[src/rtl/pipe_decode_stage.sv]
`default_nettype none
// ============================================================================
//  Module   : pipe_decode_stage
//  Purpose  : Y86-64 PIPE decode stage. Selects source/destination register
//             ids for the instruction in the D pipeline register, reads the
//             register file, resolves operands through a five-source
//             forwarding network and holds the E pipeline register that
//             feeds execute. The register file is written from the W stage.
//  Ports    :
//    clk, rst                 clock / asynchronous active-high reset
//    D_icode, D_ifun          D-reg instruction and function codes
//    D_rA, D_rB               D-reg register specifier fields
//    D_valC, D_valP           D-reg constant word and incremented PC
//    D_stat                   D-reg status (passes through untouched)
//    e_dstE/e_valE            execute-stage E result (forwarding)
//    M_dstM/m_valM            memory-stage load result (forwarding)
//    M_dstE/M_valE            memory-stage E result (forwarding)
//    W_dstM/W_valM            writeback M result (forwarding + regfile write)
//    W_dstE/W_valE            writeback E result (forwarding + regfile write)
//    E_bubble                 load a NOP bubble into E on this edge
//    E_*                      E pipeline register contents
//    d_srcA/d_srcB            decoded source ids (combinational)
//    d_valA/d_valB            forwarded operand values (combinational)
//  Revision : 1.0  initial release
// ============================================================================
module pipe_decode_stage (
  input  logic        clk,
  input  logic        rst,
  input  logic [3:0]  D_icode,
  input  logic [3:0]  D_ifun,
  input  logic [3:0]  D_rA,
  input  logic [3:0]  D_rB,
  input  logic [63:0] D_valC,
  input  logic [63:0] D_valP,
  input  logic [1:0]  D_stat,
  input  logic [3:0]  e_dstE,
  input  logic [63:0] e_valE,
  input  logic [3:0]  M_dstM,
  input  logic [63:0] m_valM,
  input  logic [3:0]  M_dstE,
  input  logic [63:0] M_valE,
  input  logic [3:0]  W_dstM,
  input  logic [63:0] W_valM,
  input  logic [3:0]  W_dstE,
  input  logic [63:0] W_valE,
  input  logic        E_bubble,
  output logic [3:0]  E_icode,
  output logic [3:0]  E_ifun,
  output logic [3:0]  E_dstE,
  output logic [3:0]  E_dstM,
  output logic [3:0]  E_srcA,
  output logic [3:0]  E_srcB,
  output logic [63:0] E_valA,
  output logic [63:0] E_valB,
  output logic [63:0] E_valC,
  output logic [1:0]  E_stat,
  output logic [3:0]  d_srcA,
  output logic [3:0]  d_srcB,
  output logic [63:0] d_valA,
  output logic [63:0] d_valB
);

  // Register ids and bubble opcode
  localparam logic [3:0] RNONE = 4'hF;
  localparam logic [3:0] RSP   = 4'h4;
  localparam logic [3:0] NOP   = 4'h1;

  // Instruction codes
  localparam logic [3:0] IHALT   = 4'h0;
  localparam logic [3:0] INOP    = 4'h1;
  localparam logic [3:0] IRRMOVQ = 4'h2;
  localparam logic [3:0] IIRMOVQ = 4'h3;
  localparam logic [3:0] IRMMOVQ = 4'h4;
  localparam logic [3:0] IMRMOVQ = 4'h5;
  localparam logic [3:0] IOPQ    = 4'h6;
  localparam logic [3:0] IJXX    = 4'h7;
  localparam logic [3:0] ICALL   = 4'h8;
  localparam logic [3:0] IRET    = 4'h9;
  localparam logic [3:0] IPUSHQ  = 4'hA;
  localparam logic [3:0] IPOPQ   = 4'hB;

  localparam int NUM_REGS = 15;

  logic [63:0] r_regFile [0:NUM_REGS-1];

  logic [3:0]  w_srcA;
  logic [3:0]  w_srcB;
  logic [3:0]  w_dstE;
  logic [3:0]  w_dstM;
  logic [63:0] w_rfA;
  logic [63:0] w_rfB;
  logic [63:0] w_fwdA;
  logic [63:0] w_fwdB;
  logic [63:0] w_valA;

  // --------------------------------------------------------------------------
  // Register id selection
  // --------------------------------------------------------------------------
  always_comb begin
    w_srcA = RNONE;
    unique case (D_icode)
      IRRMOVQ, IRMMOVQ, IOPQ, IPUSHQ: w_srcA = D_rA;
      IRET, IPOPQ:                    w_srcA = RSP;
      default:                        w_srcA = RNONE;
    endcase
  end

  always_comb begin
    w_srcB = RNONE;
    unique case (D_icode)
      IRMMOVQ, IMRMOVQ, IOPQ:      w_srcB = D_rB;
      ICALL, IRET, IPUSHQ, IPOPQ:  w_srcB = RSP;
      default:                     w_srcB = RNONE;
    endcase
  end

  // The cmov condition is not known yet; execute squashes dstE when it fails.
  always_comb begin
    w_dstE = RNONE;
    unique case (D_icode)
      IRRMOVQ, IIRMOVQ, IOPQ:      w_dstE = D_rB;
      ICALL, IRET, IPUSHQ, IPOPQ:  w_dstE = RSP;
      default:                     w_dstE = RNONE;
    endcase
  end

  always_comb begin
    w_dstM = RNONE;
    unique case (D_icode)
      IMRMOVQ, IPOPQ: w_dstM = D_rA;
      default:        w_dstM = RNONE;
    endcase
  end

  // --------------------------------------------------------------------------
  // Register file: two write ports from W, two combinational read ports.
  // The M write is issued second so it takes precedence on an id collision.
  // --------------------------------------------------------------------------
  always_ff @(posedge clk or posedge rst) begin
    if (rst) begin
      for (int i = 0; i < NUM_REGS; i++) begin
        r_regFile[i] <= '0;
      end
    end else begin
      if (W_dstE != RNONE) r_regFile[W_dstE] <= W_valE;
      if (W_dstM != RNONE) r_regFile[W_dstM] <= W_valM;
    end
  end

  // RNONE has no storage behind it and reads as zero.
  assign w_rfA = (w_srcA == RNONE) ? 64'd0 : r_regFile[w_srcA];
  assign w_rfB = (w_srcB == RNONE) ? 64'd0 : r_regFile[w_srcB];

  // --------------------------------------------------------------------------
  // Forwarding: youngest producer first. The W entries also cover the case
  // of a register being written and read in the same cycle.
  // --------------------------------------------------------------------------
  always_comb begin
    w_fwdA = w_rfA;
    if (w_srcA == RNONE)       w_fwdA = 64'd0;
    else if (w_srcA == e_dstE) w_fwdA = e_valE;
    else if (w_srcA == M_dstM) w_fwdA = m_valM;
    else if (w_srcA == M_dstE) w_fwdA = M_valE;
    else if (w_srcA == W_dstM) w_fwdA = W_valM;
    else if (w_srcA == W_dstE) w_fwdA = W_valE;
  end

  always_comb begin
    w_fwdB = w_rfB;
    if (w_srcB == RNONE)       w_fwdB = 64'd0;
    else if (w_srcB == e_dstE) w_fwdB = e_valE;
    else if (w_srcB == M_dstM) w_fwdB = m_valM;
    else if (w_srcB == M_dstE) w_fwdB = M_valE;
    else if (w_srcB == W_dstM) w_fwdB = W_valM;
    else if (w_srcB == W_dstE) w_fwdB = W_valE;
  end

  // jXX and call carry the fall-through / return address in valA.
  assign w_valA = ((D_icode == IJXX) || (D_icode == ICALL)) ? D_valP : w_fwdA;

  assign d_srcA = w_srcA;
  assign d_srcB = w_srcB;
  assign d_valA = w_valA;
  assign d_valB = w_fwdB;

  // --------------------------------------------------------------------------
  // E pipeline register. Reset and bubble both leave a NOP in execute.
  // --------------------------------------------------------------------------
  always_ff @(posedge clk or posedge rst) begin
    if (rst) begin
      E_icode <= NOP;
      E_ifun  <= 4'h0;
      E_dstE  <= RNONE;
      E_dstM  <= RNONE;
      E_srcA  <= RNONE;
      E_srcB  <= RNONE;
      E_valA  <= 64'd0;
      E_valB  <= 64'd0;
      E_valC  <= 64'd0;
      E_stat  <= 2'd0;
    end else if (E_bubble) begin
      E_icode <= NOP;
      E_ifun  <= 4'h0;
      E_dstE  <= RNONE;
      E_dstM  <= RNONE;
      E_srcA  <= RNONE;
      E_srcB  <= RNONE;
      E_valA  <= 64'd0;
      E_valB  <= 64'd0;
      E_valC  <= 64'd0;
      E_stat  <= 2'd0;
    end else begin
      E_icode <= D_icode;
      E_ifun  <= D_ifun;
      E_dstE  <= w_dstE;
      E_dstM  <= w_dstM;
      E_srcA  <= w_srcA;
      E_srcB  <= w_srcB;
      E_valA  <= w_valA;
      E_valB  <= w_fwdB;
      E_valC  <= D_valC;
      E_stat  <= D_stat;
    end
  end

  // IHALT and INOP need no decode action beyond the defaults above.
  logic w_unusedCodes;
  assign w_unusedCodes = (D_icode == IHALT) | (D_icode == INOP);

endmodule
`default_nettype wire

[config.mk]
export PLATFORM = sky130hd
export DESIGN_NAME = pipe_decode_stage
export DESIGN_NICKNAME = d
export VERILOG_FILES = /design/src/rtl/pipe_decode_stage.sv
export SDC_FILE = /design/constraint.sdc
export NUM_CORES = 2
export LEC_CHECK = 0
export BUFFER_PORTS_ARGS = -buffer_cell sky130_fd_sc_hd__buf_4
export CORE_ASPECT_RATIO = 0.8
export CORE_MARGIN = 2
export CORE_UTILIZATION = 30
export CTS_BUF_LIST = sky130_fd_sc_hd__clkbuf_16
export DETAILED_ROUTE_END_ITERATION = 7
export PLACE_DENSITY_LB_ADDON = 0.3
export SKIP_CTS_REPAIR_TIMING = 1
export SYNTH_ARGS = -nofsm -noshare
export SYNTH_HDL_FRONTEND = slang
export SYNTH_SLANG_ARGS = --single-unit
[constraint.sdc]
create_clock -name clk -period 90.1 [get_ports clk]
set_input_delay 13.515 -clock clk [delete_from_list [all_inputs] [get_ports clk]]
set_output_delay 13.515 -clock clk [all_outputs]
set_load 0.01 [all_outputs]
==> results.json <==
{
  "status": "finished with violations",
  "violations": "DRC",
  "grtUsageTotal_pct": 31.1,
  "cts.path.max_buffers": 4,
  "synth_flop_cell": "dfrtp_1",
  "layout.nets": 9330,
  "seq_area_frac_synth_pct": 39.8,
  "drtIter0Drc": 13000,
  "drt_first_pass_iters": 8,
  "final_cell_area_mm2": 0.0872,
  "gp_congestion": 0.922,
  "worstPathArrival_ns": 19.20,
  "max-slew-margin-rel_pct": 15.8,
  "grt_pass1_vias": 73700,
  "synth_edf_count": 0,
  "vias": 78300,
  "critical_path.startpoint": "D_icode[3]",
  "r2r_start": "r_regFile[599]",
  "p_sw_share_pct": 36.0,
  "io_buffers": 842,
  "r2r_slack_ns": 87.55,
  "ant_nets": 0,
  "crit_chain": "buf_4 > nor2b_1 > buf_4 > nand2_4 > buf_4 > o21a_4 > buf_4 > a21oi_1 > or4_1 > a21oi_1 > o32a_1 > nor2_1 > buf_4",
  "rsz0062_at_grt": "false",
  "start_util_pct": 30.1,
  "synthArstFlopShare_pct": 100,
  "cts_buffers": 153,
  "pin_count": 843,
  "p_clk_share_pct": 33.0,
  "synth.cell_area_mm2": 0.0742,
  "clkSlewWorstSetupHoldPaths_ns": 0.06,
  "cts_tree": "built",
  "ys_seq_elements": 1178,
  "cp.depth": 13,
  "hpwl_mm": 242,
  "core_mm2": 0.246,
  "p_comb_share_pct": 27.7,
  "setup-violations-final": 0,
  "fin_crit_sh_pct": 36.3,
  "power_density_mw_per_mm2": 21.0,
  "remaining_drc_errors": 9,
  "num_rows": 163,
  "r2r_end": "E_valB[23]",
  "grt_pass1_wl_mm": 572,
  "placed_area_mm2": 0.0825,
  "crit_buf_inv": 5,
  "avgSynthCellArea_um2": 8.51,
  "htree_levels": 4,
  "crit_path_top_delay_cell": "buf_4",
  "hold_class": "reg -> reg",
  "internal-power_mw": 1.17,
  "worstHoldStart": "r_regFile[389]",
  "hold_depth": 2,
  "vias_per_cell": 6.38,
  "whs_ns": 0.587,
  "crit_required_ns": 76.58,
  "p_leak_nw": 38.9,
  "setup_tns_ns": 0,
  "max_cap_violations": 0,
  "finalCriticalPeriod_ns": 32.72,
  "netlist-cell-type-count": 74,
  "cts_root_buf": "clkbuf_16",
  "cp_max_fo": 38,
  "die_area_mm2": 0.251,
  "holdPathEnd": "r_regFile[389]",
  "synth_cells": 8719,
  "ff2ff_path_depth": 5,
  "antenna_found_initial": 40,
  "fp.dieH_um": 449,
  "cp_top_family": "buffers and inverters",
  "fmax_ghz": 0.0306,
  "power_switching_mw": 0.658,
  "slew_viol_final": 0,
  "die_w_um": 560,
  "worst_path_most_repeated_cell": "buf_4",
  "max-vdd-ir-drop_mv": 0.0150,
  "area_delta_synth_final_pct": 17.5,
  "drive_above_1_share_pct": 16.5,
  "gr-total-overflow": 0,
  "final_hold_viol_count": 0,
  "p_seq_share_pct": 39.4,
  "yosys_warnings": 0,
  "worst_setup_path_start_kind": "primary input",
  "worst-setup-path-type": "in -> out",
  "totalPowerFinal_mw": 1.83,
  "synth_nets": 9208,
  "wirelength_mm": 412,
  "cts_sinks": 1178,
  "detail_route.wl_per_cell_um": 33.6,
  "cp-end-kind": "output pin",
  "clk_latency_ns": 0.87,
  "critical-path-max-stage-delay_ns": 0.95,
  "grt_start_max_net_pins": 164,
  "worstMarginPinSlew_ns": 1.26,
  "finClkSkew_ns": 0.0572
}
-- cell type report --
class | count | area, um2
fillers | 25300 | 159000
multi-input cells | 6480 | 41100
flip-flops and latches | 1178 | 29500
repair buffers | 1008 | 7650
well taps | 3300 | 4130
clock buffers | 154 | 3850
clock inverters | 104 | 786
inverters | 20 | 115
diodes | 20 | 50.0
-- metrics by stage --
step,setup slack (ns),std cells,util (%)
3_3_place_gp,57.77,12000,33.5
5_1_grt,57.55,12300,35.4
3_5_place_dp,57.82,12000,33.5
4_1_cts,57.80,12200,35.4
2_1_floorplan,43.43,8719,-
6_report,57.38,12300,35.4
-- power groups by stage --
stage	combinational [mW]	clock [mW]	sequential, mW
detailed placement	0.493	0	0.722
global route	0.540	0.630	0.729
floorplan	0.303	0	0.704
finish	0.506	0.603	0.720
CTS	0.494	0.611	0.714
global placement	0.484	0	0.718
-- layout by cell type, fill, tap and decap left out, types with 20 or more instances in the layout --
cell type	synthesis	layout
clkinv_1	1	29
o221ai_1	67	66
a311oi_1	65	65
a21oi_1	725	723
buf_4	3	1001
inv_1	14	41
nand4_1	131	131
nor2_1	591	583
clkbuf_16	0	154
a222oi_1	64	64
a2bb2oi_1	62	62
o21ai_0	847	847
a211oi_1	143	143
nor2b_1	94	92
a22oi_1	130	130
o32a_1	64	64
clkinv_2	0	22
o22ai_1	198	198
and2_1	22	21
a22o_1	66	65
o211ai_1	63	63
diode_2	0	20
mux2i_1	1016	1016
dfrtp_1	1161	1161
and3_1	31	28
nand2_1	1370	1357
o221a_1	50	50
mux2_2	60	60
nand2b_1	23	21
nand3_1	211	203
a221oi_1	136	136
a221oi_2	64	64
or4_1	61	60
-- worst min-delay path, delay by kind of cell, from the launching register on --
kind,cells,cell delay (ns)
AO/OA/AOI/OAI,2,0.19
flip-flops,1,0.36
-- worst max path at each step --
stage | slack (ns) | to
after global routing | 57.55 | d_valB[0]
after CTS | 57.80 | d_valB[5]
after detailed placement | 57.82 | d_valB[5]
after floorplan | 43.43 | E_icode[1]
after global placement | 57.77 | d_valB[48]
final | 57.38 | d_valB[2]
-- metal layers --
| layer | part of all wire, % | GRT usage (%) |
|---|---|---|
| met1 | 40 | 42.7 |
| met2 | 41 | 44.4 |
| met3 | 14 | 10.5 |
| met4 | 4.7 | 12.9 |
| met5 | 0.014 | 0 |
-- synthesized netlist by cell type (all sizes together), types with 4 or more instances --
master,count,area share [%]
nor2b,94,0.79
nor4,6,0.11
dfstp,17,0.60
or4,62,0.63
nand4,131,1.1
inv,19,0.096
a222oi,64,0.86
a21o,5,0.051
a211oi,143,1.4
o221ai,67,0.79
nor3,22,0.16
or2,21,0.18
o221a,65,0.99
dfrtp,1161,39
a22oi,130,1.3
buf,174,1.1
a221oi,200,2.9
xnor2,4,0.047
nor2,591,3.0
o32a,64,0.86
a311oi,65,0.77
nand3,211,1.4
o22ai,198,1.7
a22o,66,0.78
o21ai,848,5.7
nand2b,23,0.19
a21oi,725,4.9
mux2,60,0.91
and2,22,0.19
o211ai,63,0.64
and3,31,0.26
mux2i,1016,14
o2111ai,5,0.059
clkbuf,867,4.4
a2bb2oi,62,0.73
o31ai,4,0.079
or3,11,0.093
nand2,1370,6.9
-- registers in the layout, summed over array words and instances, names as in the netlist --
signal	count
E_dstE	4
E_dstM	4
E_icode	4
E_ifun	4
E_srcA	4
E_srcB	4
E_stat	2
E_valA	64
E_valB	64
E_valC	64
r_regFile	960
-- cells by family (layout without fill, tap and decap cells) --
family          after synthesis  in the layout  share of synthesized area [%]
compound gates             2796           2796                           24.8
other cells                   0             20                              0
flops                      1178           1178                           39.8
simple gates               2601           2601                           15.1
buf+inv                    1061           1286                           5.57
mux                        1078           1078                           14.7
xor+xnor                      5              5                         0.0590
No activity file was read; power rests on OpenSTA's default activity.
